`config.mk`:
```
export PLATFORM = sky130hd
export DESIGN_NAME = mdu
export DESIGN_NICKNAME = d
export VERILOG_FILES = /design/src/rtl/mdu.sv
export SDC_FILE = /design/constraint.sdc
export NUM_CORES = 1
export LEC_CHECK = 0
export BUFFER_PORTS_ARGS = -buffer_cell sky130_fd_sc_hd__buf_2
export CAP_MARGIN = 5
export CORE_MARGIN = 1.5
export CORE_UTILIZATION = 60
export DETAILED_ROUTE_END_ITERATION = 8
export GPL_TIMING_DRIVEN = 0
export PLACE_DENSITY = 0.81
export SYNTH_ARGS = -nofsm -noshare
export SYNTH_HDL_FRONTEND = slang
export SYNTH_SLANG_ARGS = --single-unit
```
`constraint.sdc`:
```
create_clock -name i_clk -period 7.1 [get_ports i_clk]
set_input_delay 0 -clock i_clk [delete_from_list [all_inputs] [get_ports i_clk]]
set_output_delay 0 -clock i_clk [all_outputs]
set_load 0.05 [all_outputs]
```
`src/rtl/mdu.sv`:
```
`default_nettype none
// ============================================================================
// Module   : mdu
// Brief    : Iterative RV32M multiply/divide unit. Requests are accepted
//            through a valid/ready handshake, processed one bit per clock
//            (shift-add multiply, restoring divide) and returned through a
//            second valid/ready handshake.
//            Build option MDU_DIV_EN: when defined the divide datapath is
//            present; when undefined divide ops complete immediately with
//            o_result=0 and o_err=1.
// Revision : 1.0 - initial release
// ============================================================================
module mdu #(
    parameter int WIDTH = 32
) (
    input  logic             i_clk,
    input  logic             i_reset,
    input  logic             i_valid,
    output logic             o_ready,
    input  logic [2:0]       i_op,
    input  logic [WIDTH-1:0] i_operand_a,
    input  logic [WIDTH-1:0] i_operand_b,
    output logic             o_valid,
    input  logic             i_ready,
    output logic [WIDTH-1:0] o_result,
    output logic             o_err
);

    localparam int c_CNT_W = $clog2(WIDTH);

    localparam logic [1:0] c_S_IDLE = 2'd0;
    localparam logic [1:0] c_S_CALC = 2'd1;
    localparam logic [1:0] c_S_DONE = 2'd2;

    logic [1:0]         r_state;
    logic [2:0]         r_op;
    logic [c_CNT_W-1:0] r_cnt;
    // Multiply: {partial high half, remaining multiplier bits}.
    // Divide:   {partial remainder, dividend bits / quotient bits}.
    logic [2*WIDTH-1:0] r_acc;
    // Multiply: |multiplicand|. Divide: |divisor|.
    logic [WIDTH-1:0]   r_opnd;
    // Final result must be negated (product, quotient or remainder).
    logic               r_neg;
    logic               r_ready;
    logic               r_valid;
    logic               r_err;
    logic [WIDTH-1:0]   r_result;

    logic               w_a_signed;
    logic               w_b_signed;
    logic               w_a_neg;
    logic               w_b_neg;
    logic               w_neg;
    logic [WIDTH-1:0]   w_abs_a;
    logic [WIDTH-1:0]   w_abs_b;
    logic [WIDTH:0]     w_sum;
    logic [2*WIDTH-1:0] w_mul_next;
    logic [2*WIDTH-1:0] w_step;
    logic [2*WIDTH-1:0] w_prod;
    logic [WIDTH-1:0]   w_mul_res;
    logic [WIDTH-1:0]   w_final;

    // Operand signedness, magnitudes and sign fixup decided at accept time
    always_comb begin
        w_a_signed = 1'b0;
        w_b_signed = 1'b0;
        if (!i_op[2]) begin
            // MUL/MULH/MULHSU take a signed; MUL/MULH take b signed
            w_a_signed = (i_op[1:0] != 2'b11);
            w_b_signed = ~i_op[1];
        end else begin
            // DIV/REM are signed, DIVU/REMU unsigned
            w_a_signed = ~i_op[0];
            w_b_signed = ~i_op[0];
        end
        w_a_neg = w_a_signed & i_operand_a[WIDTH-1];
        w_b_neg = w_b_signed & i_operand_b[WIDTH-1];
        w_abs_a = w_a_neg ? -i_operand_a : i_operand_a;
        w_abs_b = w_b_neg ? -i_operand_b : i_operand_b;
        // REM follows the dividend sign; everything else follows sign(a)^sign(b)
        w_neg   = (i_op[2] & i_op[1]) ? w_a_neg : (w_a_neg ^ w_b_neg);
    end

    // One shift-add multiply iteration: add multiplicand if LSB set, shift right
    always_comb begin
        w_sum      = {1'b0, r_acc[2*WIDTH-1:WIDTH]}
                   + (r_acc[0] ? {1'b0, r_opnd} : {(WIDTH+1){1'b0}});
        w_mul_next = {w_sum, r_acc[WIDTH-1:1]};
        w_prod     = r_neg ? -w_step : w_step;
        w_mul_res  = (r_op[1:0] == 2'b00) ? w_prod[WIDTH-1:0]
                                          : w_prod[2*WIDTH-1:WIDTH];
    end

`ifdef MDU_DIV_EN
    logic               w_b_zero;
    logic               w_ovf;
    logic [WIDTH-1:0]   w_special;
    logic [WIDTH:0]     w_trial;
    logic [2*WIDTH-1:0] w_div_next;
    logic [WIDTH-1:0]   w_quo;
    logic [WIDTH-1:0]   w_rem;
    logic [WIDTH-1:0]   w_div_res;

    // Divide-by-zero / signed-overflow detection and their fixed results
    always_comb begin
        w_b_zero  = (i_operand_b == '0);
        w_ovf     = ~i_op[0]
                  & (i_operand_a == {1'b1, {(WIDTH-1){1'b0}}})
                  & (&i_operand_b);
        w_special = '0;
        if (w_b_zero) begin
            w_special = i_op[1] ? i_operand_a : {WIDTH{1'b1}};
        end else begin
            w_special = i_op[1] ? {WIDTH{1'b0}} : i_operand_a;
        end
    end

    // One restoring-division iteration: shift in next dividend bit, trial subtract
    always_comb begin
        w_trial = r_acc[2*WIDTH-1:WIDTH-1] - {1'b0, r_opnd};
        if (!w_trial[WIDTH]) begin
            w_div_next = {w_trial[WIDTH-1:0], r_acc[WIDTH-2:0], 1'b1};
        end else begin
            w_div_next = {r_acc[2*WIDTH-2:0], 1'b0};
        end
        w_step    = r_op[2] ? w_div_next : w_mul_next;
        w_quo     = w_step[WIDTH-1:0];
        w_rem     = w_step[2*WIDTH-1:WIDTH];
        if (r_op[1]) begin
            w_div_res = r_neg ? -w_rem : w_rem;
        end else begin
            w_div_res = r_neg ? -w_quo : w_quo;
        end
        w_final   = r_op[2] ? w_div_res : w_mul_res;
    end
`else
    // Only the multiplier iterates in this build
    always_comb begin
        w_step  = w_mul_next;
        w_final = r_op[2] ? {WIDTH{1'b0}} : w_mul_res;
    end
`endif

    // Control FSM and datapath registers
    always_ff @(posedge i_clk) begin
        if (i_reset) begin
            r_state  <= c_S_IDLE;
            r_op     <= '0;
            r_cnt    <= '0;
            r_acc    <= '0;
            r_opnd   <= '0;
            r_neg    <= 1'b0;
            r_ready  <= 1'b1;
            r_valid  <= 1'b0;
            r_err    <= 1'b0;
            r_result <= '0;
        end else begin
            case (r_state)
                c_S_IDLE: begin
                    if (i_valid) begin
                        r_op    <= i_op;
                        r_ready <= 1'b0;
                        r_err   <= 1'b0;
                        r_neg   <= w_neg;
                        if (i_op[2]) begin
`ifdef MDU_DIV_EN
                            if (w_b_zero || w_ovf) begin
                                r_result <= w_special;
                                r_valid  <= 1'b1;
                                r_state  <= c_S_DONE;
                            end else begin
                                r_acc   <= {{WIDTH{1'b0}}, w_abs_a};
                                r_opnd  <= w_abs_b;
                                r_cnt   <= c_CNT_W'(WIDTH-1);
                                r_state <= c_S_CALC;
                            end
`else
                            r_result <= '0;
                            r_err    <= 1'b1;
                            r_valid  <= 1'b1;
                            r_state  <= c_S_DONE;
`endif
                        end else begin
                            r_acc   <= {{WIDTH{1'b0}}, w_abs_b};
                            r_opnd  <= w_abs_a;
                            r_cnt   <= c_CNT_W'(WIDTH-1);
                            r_state <= c_S_CALC;
                        end
                    end
                end
                c_S_CALC: begin
                    r_acc <= w_step;
                    if (r_cnt == '0) begin
                        r_result <= w_final;
                        r_valid  <= 1'b1;
                        r_state  <= c_S_DONE;
                    end else begin
                        r_cnt <= r_cnt - c_CNT_W'(1);
                    end
                end
                c_S_DONE: begin
                    if (i_ready) begin
                        r_valid <= 1'b0;
                        r_ready <= 1'b1;
                        r_state <= c_S_IDLE;
                    end
                end
                default: begin
                    r_state <= c_S_IDLE;
                    r_ready <= 1'b1;
                    r_valid <= 1'b0;
                end
            endcase
        end
    end

    assign o_ready  = r_ready;
    assign o_valid  = r_valid;
    assign o_result = r_result;
    assign o_err    = r_err;

endmodule
`default_nettype wire

```
==> impl_metrics.tcl <==
set metrics [dict create \
    ant_nets 0 \
    post-cts-setup-buffer-count 0 \
    cts_resized 0 \
    skew_ns 0.00845 \
    placed_area_mm2 0.0111 \
    overflow 0 \
    min_path_type "input pin to register" \
    gp_congestion 0.941 \
    start_kind "register" \
    maxCapViolCount 0 \
    cts.reportedPaths.clkPinSlew_ns 0.06 \
    clockBufferDepth 2 \
    die_height_um 134 \
    grt_max_degree 17 \
    clock_latency_ns 0.44 \
    syn_inst 1338 \
    die_x_um 134 \
    final_cell_area_mm2 0.0121 \
    synth_area_mm2 0.0102 \
    crit_type "register to register" \
    grt.total_usage 0.370 \
    async_reset_ff_frac 0 \
    pin_count 106 \
    cts_max_level 4 \
    slew_headroom 0.173 \
    path_max_fanout 10 \
    irDropWorstVdd_uv 184 \
    rsz0062_at_grt "false" \
    dp_hpwl_mm 24.2 \
    wl_mm 33.1 \
    p_leak_nw 4.88 \
    synth_area_per_cell_um2 7.66 \
    cts_tree "yes" \
    fin_nets 1616 \
    ys_warn_count 0 \
    hold_violations 0 \
    port_buffers 105 \
    coreArea_mm2 0.0166 \
    final.min_clock_period_ns 5.09 \
    diodes 0 \
    tightest_slew_ns 1.23 \
    grt_antenna_before_repair 0 \
    violations "DRC" \
    setup_viol 0 \
    drive_gt1_frac 0.107 \
    drt_iter0_markers 1384 \
    cp-end-kind "register" \
    tns_ns 0 \
    drc_errors 2 \
    powerDensity_mw_per_mm2 193 \
    worst_ep_required_time_ns 7.44 \
    grt_first_pass_wirelength_mm 52.5 \
    clock.fmax_mhz 196 \
    synth_cell_types 75 \
    cts_buffers 17 \
    nFillCells 1334 \
    synth-edff-count 0 \
    ys_seq_area_frac 0.275 \
    num_rows 47 \
    ys_ff_latch 141 \
    numClockSinks 141 \
    avgViaCountPerCell 6.43 \
    initial_core_util 0.616 \
    ys.flop_type "dfxtp_1" \
    grt_pass1_vias 10149 \
    syn2layout_area_growth_pct 18.2 \
    worstPathArrival_ns 5.44 \
    dieArea_mm2 0.0179 \
    status "complete, but fails checks" \
    vias 11188 \
    drt_first_pass_iters 9 \
    slew_violations 0 \
    synth_fp_nets 1447 \
    cts_root_buffer "clkbuf_16" \
    reg2reg_slack_ns 2.01 \
    wl_per_cell_um 19.0 \
    finalCritPeriodShare 0.717 \
]
-- cells in the final DEF (no fill, tap or decap), drive strengths merged, types with 10 or more instances in the layout --
cell	synthesis	final
dfxtp	141	141
nand4	14	14
o31ai	25	25
clkbuf	79	98
nor2	162	162
a21o	14	14
nor2b	10	10
buf	6	111
nand2	142	142
xnor2	75	75
o211ai	19	19
dlygate4sd3	0	45
a21oi	98	98
or3	18	18
ha	37	37
nand3	17	17
nor4	16	16
or4	14	14
and2	43	43
a22oi	36	36
a211oi	32	32
xor2	63	63
nor3	18	18
o21ai	75	75
a222oi	33	33
o41ai	12	12
nand2b	10	10
inv	21	22
-- path summary, 6_finish.rpt --
kind,from,end,depth (start not counted)
worst max-delay path,r_acc[0],o_result[28],15
worst min-delay path,i_operand_a[10],r_opnd[10],3
worst max register to register,r_acc[0],o_result[28],15
worst min register to register,r_opnd[18],r_opnd[18],2
-- Yosys cell counts (all sizes together) (21+ instances only) --
master  number  area share
nor2       162       0.059
nand2      142       0.052
dfxtp      141        0.28
a21oi       98       0.048
clkbuf      79       0.029
o21ai       75       0.037
xnor2       75       0.064
xor2        63       0.054
and2        43       0.026
ha          37       0.045
a22oi       36       0.026
a222oi      33       0.032
a211oi      32       0.025
o31ai       25       0.018
inv         21      0.0077
-- worst max-delay path: stages, from the launching register on --
cell and delay (ns):
dfxtp_1 0.50, clkbuf_1 0.44, and2_1 0.25, ha_1 0.25, buf_6 0.14, a21o_4 0.24, a311o_1 0.41, a211oi_4 0.38
xnor2_1 0.21, or4_4 0.63, nor4_4 0.43, nand3_1 0.30, o31ai_1 0.32, xnor2_1 0.17, nor2_1 0.08, o21ai_0 0.24
-- registers in the layout, indices dropped and copies added (netlist names) --
signal,count
o_result,32
r_acc,64
r_cnt,5
r_opnd,32
r_state,2
o_valid,1
o_ready,1
r_op,3
r_neg,1
-- report_power, final --
group | internal [mW] | switching (mW) | total [mW] | leakage, nW
registers | 0.831 | 0.0377 | 0.868 | 1.15
logic | 0.186 | 0.333 | 0.519 | 3.43
clock network | 0.572 | 0.375 | 0.947 | 0.299
total | 1.59 | 0.746 | 2.34 | 4.88
-- timing repair --
action | CTS | global route
setup endpoints to repair | 0 | 0
endpoints found under the hold margin | 46 | 0
hold buffers | 45 | 0
-- metrics by stage --
stage	hold slack (ns)	utilization	setup slack, ns	power [mW]	std cells
floorplan	0.136	-	3.08	1.21	1338
global placement	0.292	0.664	2.28	1.35	1663
detailed placement	0.299	0.664	2.22	1.36	1663
CTS	0.00280	0.728	2.11	2.31	1740
global route	0.0323	0.728	1.84	2.41	1740
finish	0.00326	0.728	2.01	2.34	1740
-- routing by layer --
layer	routed length (um)	track usage
met1	14100	0.507
met2	15000	0.590
met3	3190	0.0670
met4	855	0.119
met5	0	0
-- cell families (layout without fill, tap and decap cells) --
kind of cell               Yosys count  after routing  synth area share
and+or+nand+nor                    498            498             0.235
AOI/OAI and AO/OA                  408            408             0.276
DFF                                141            141             0.275
xor gates and xnor gates           138            138             0.118
buffers and inverters              106            288            0.0396
adders and majority gates           38             38            0.0471
muxes                                9              9           0.00891
-- final cells by class --
class	instances	area (um2)	area share
clock inverters	13	164	0.0135
inverters	21	78.8	0.00650
repair buffers	150	976	0.0805
plain buffers	85	327	0.0269
clock buffers	19	453	0.0374
multi-input cells	1091	7020	0.579
flip-flops and latches	141	2820	0.233
well taps	220	275	0.0227
(Power assumes the default switching activity.)
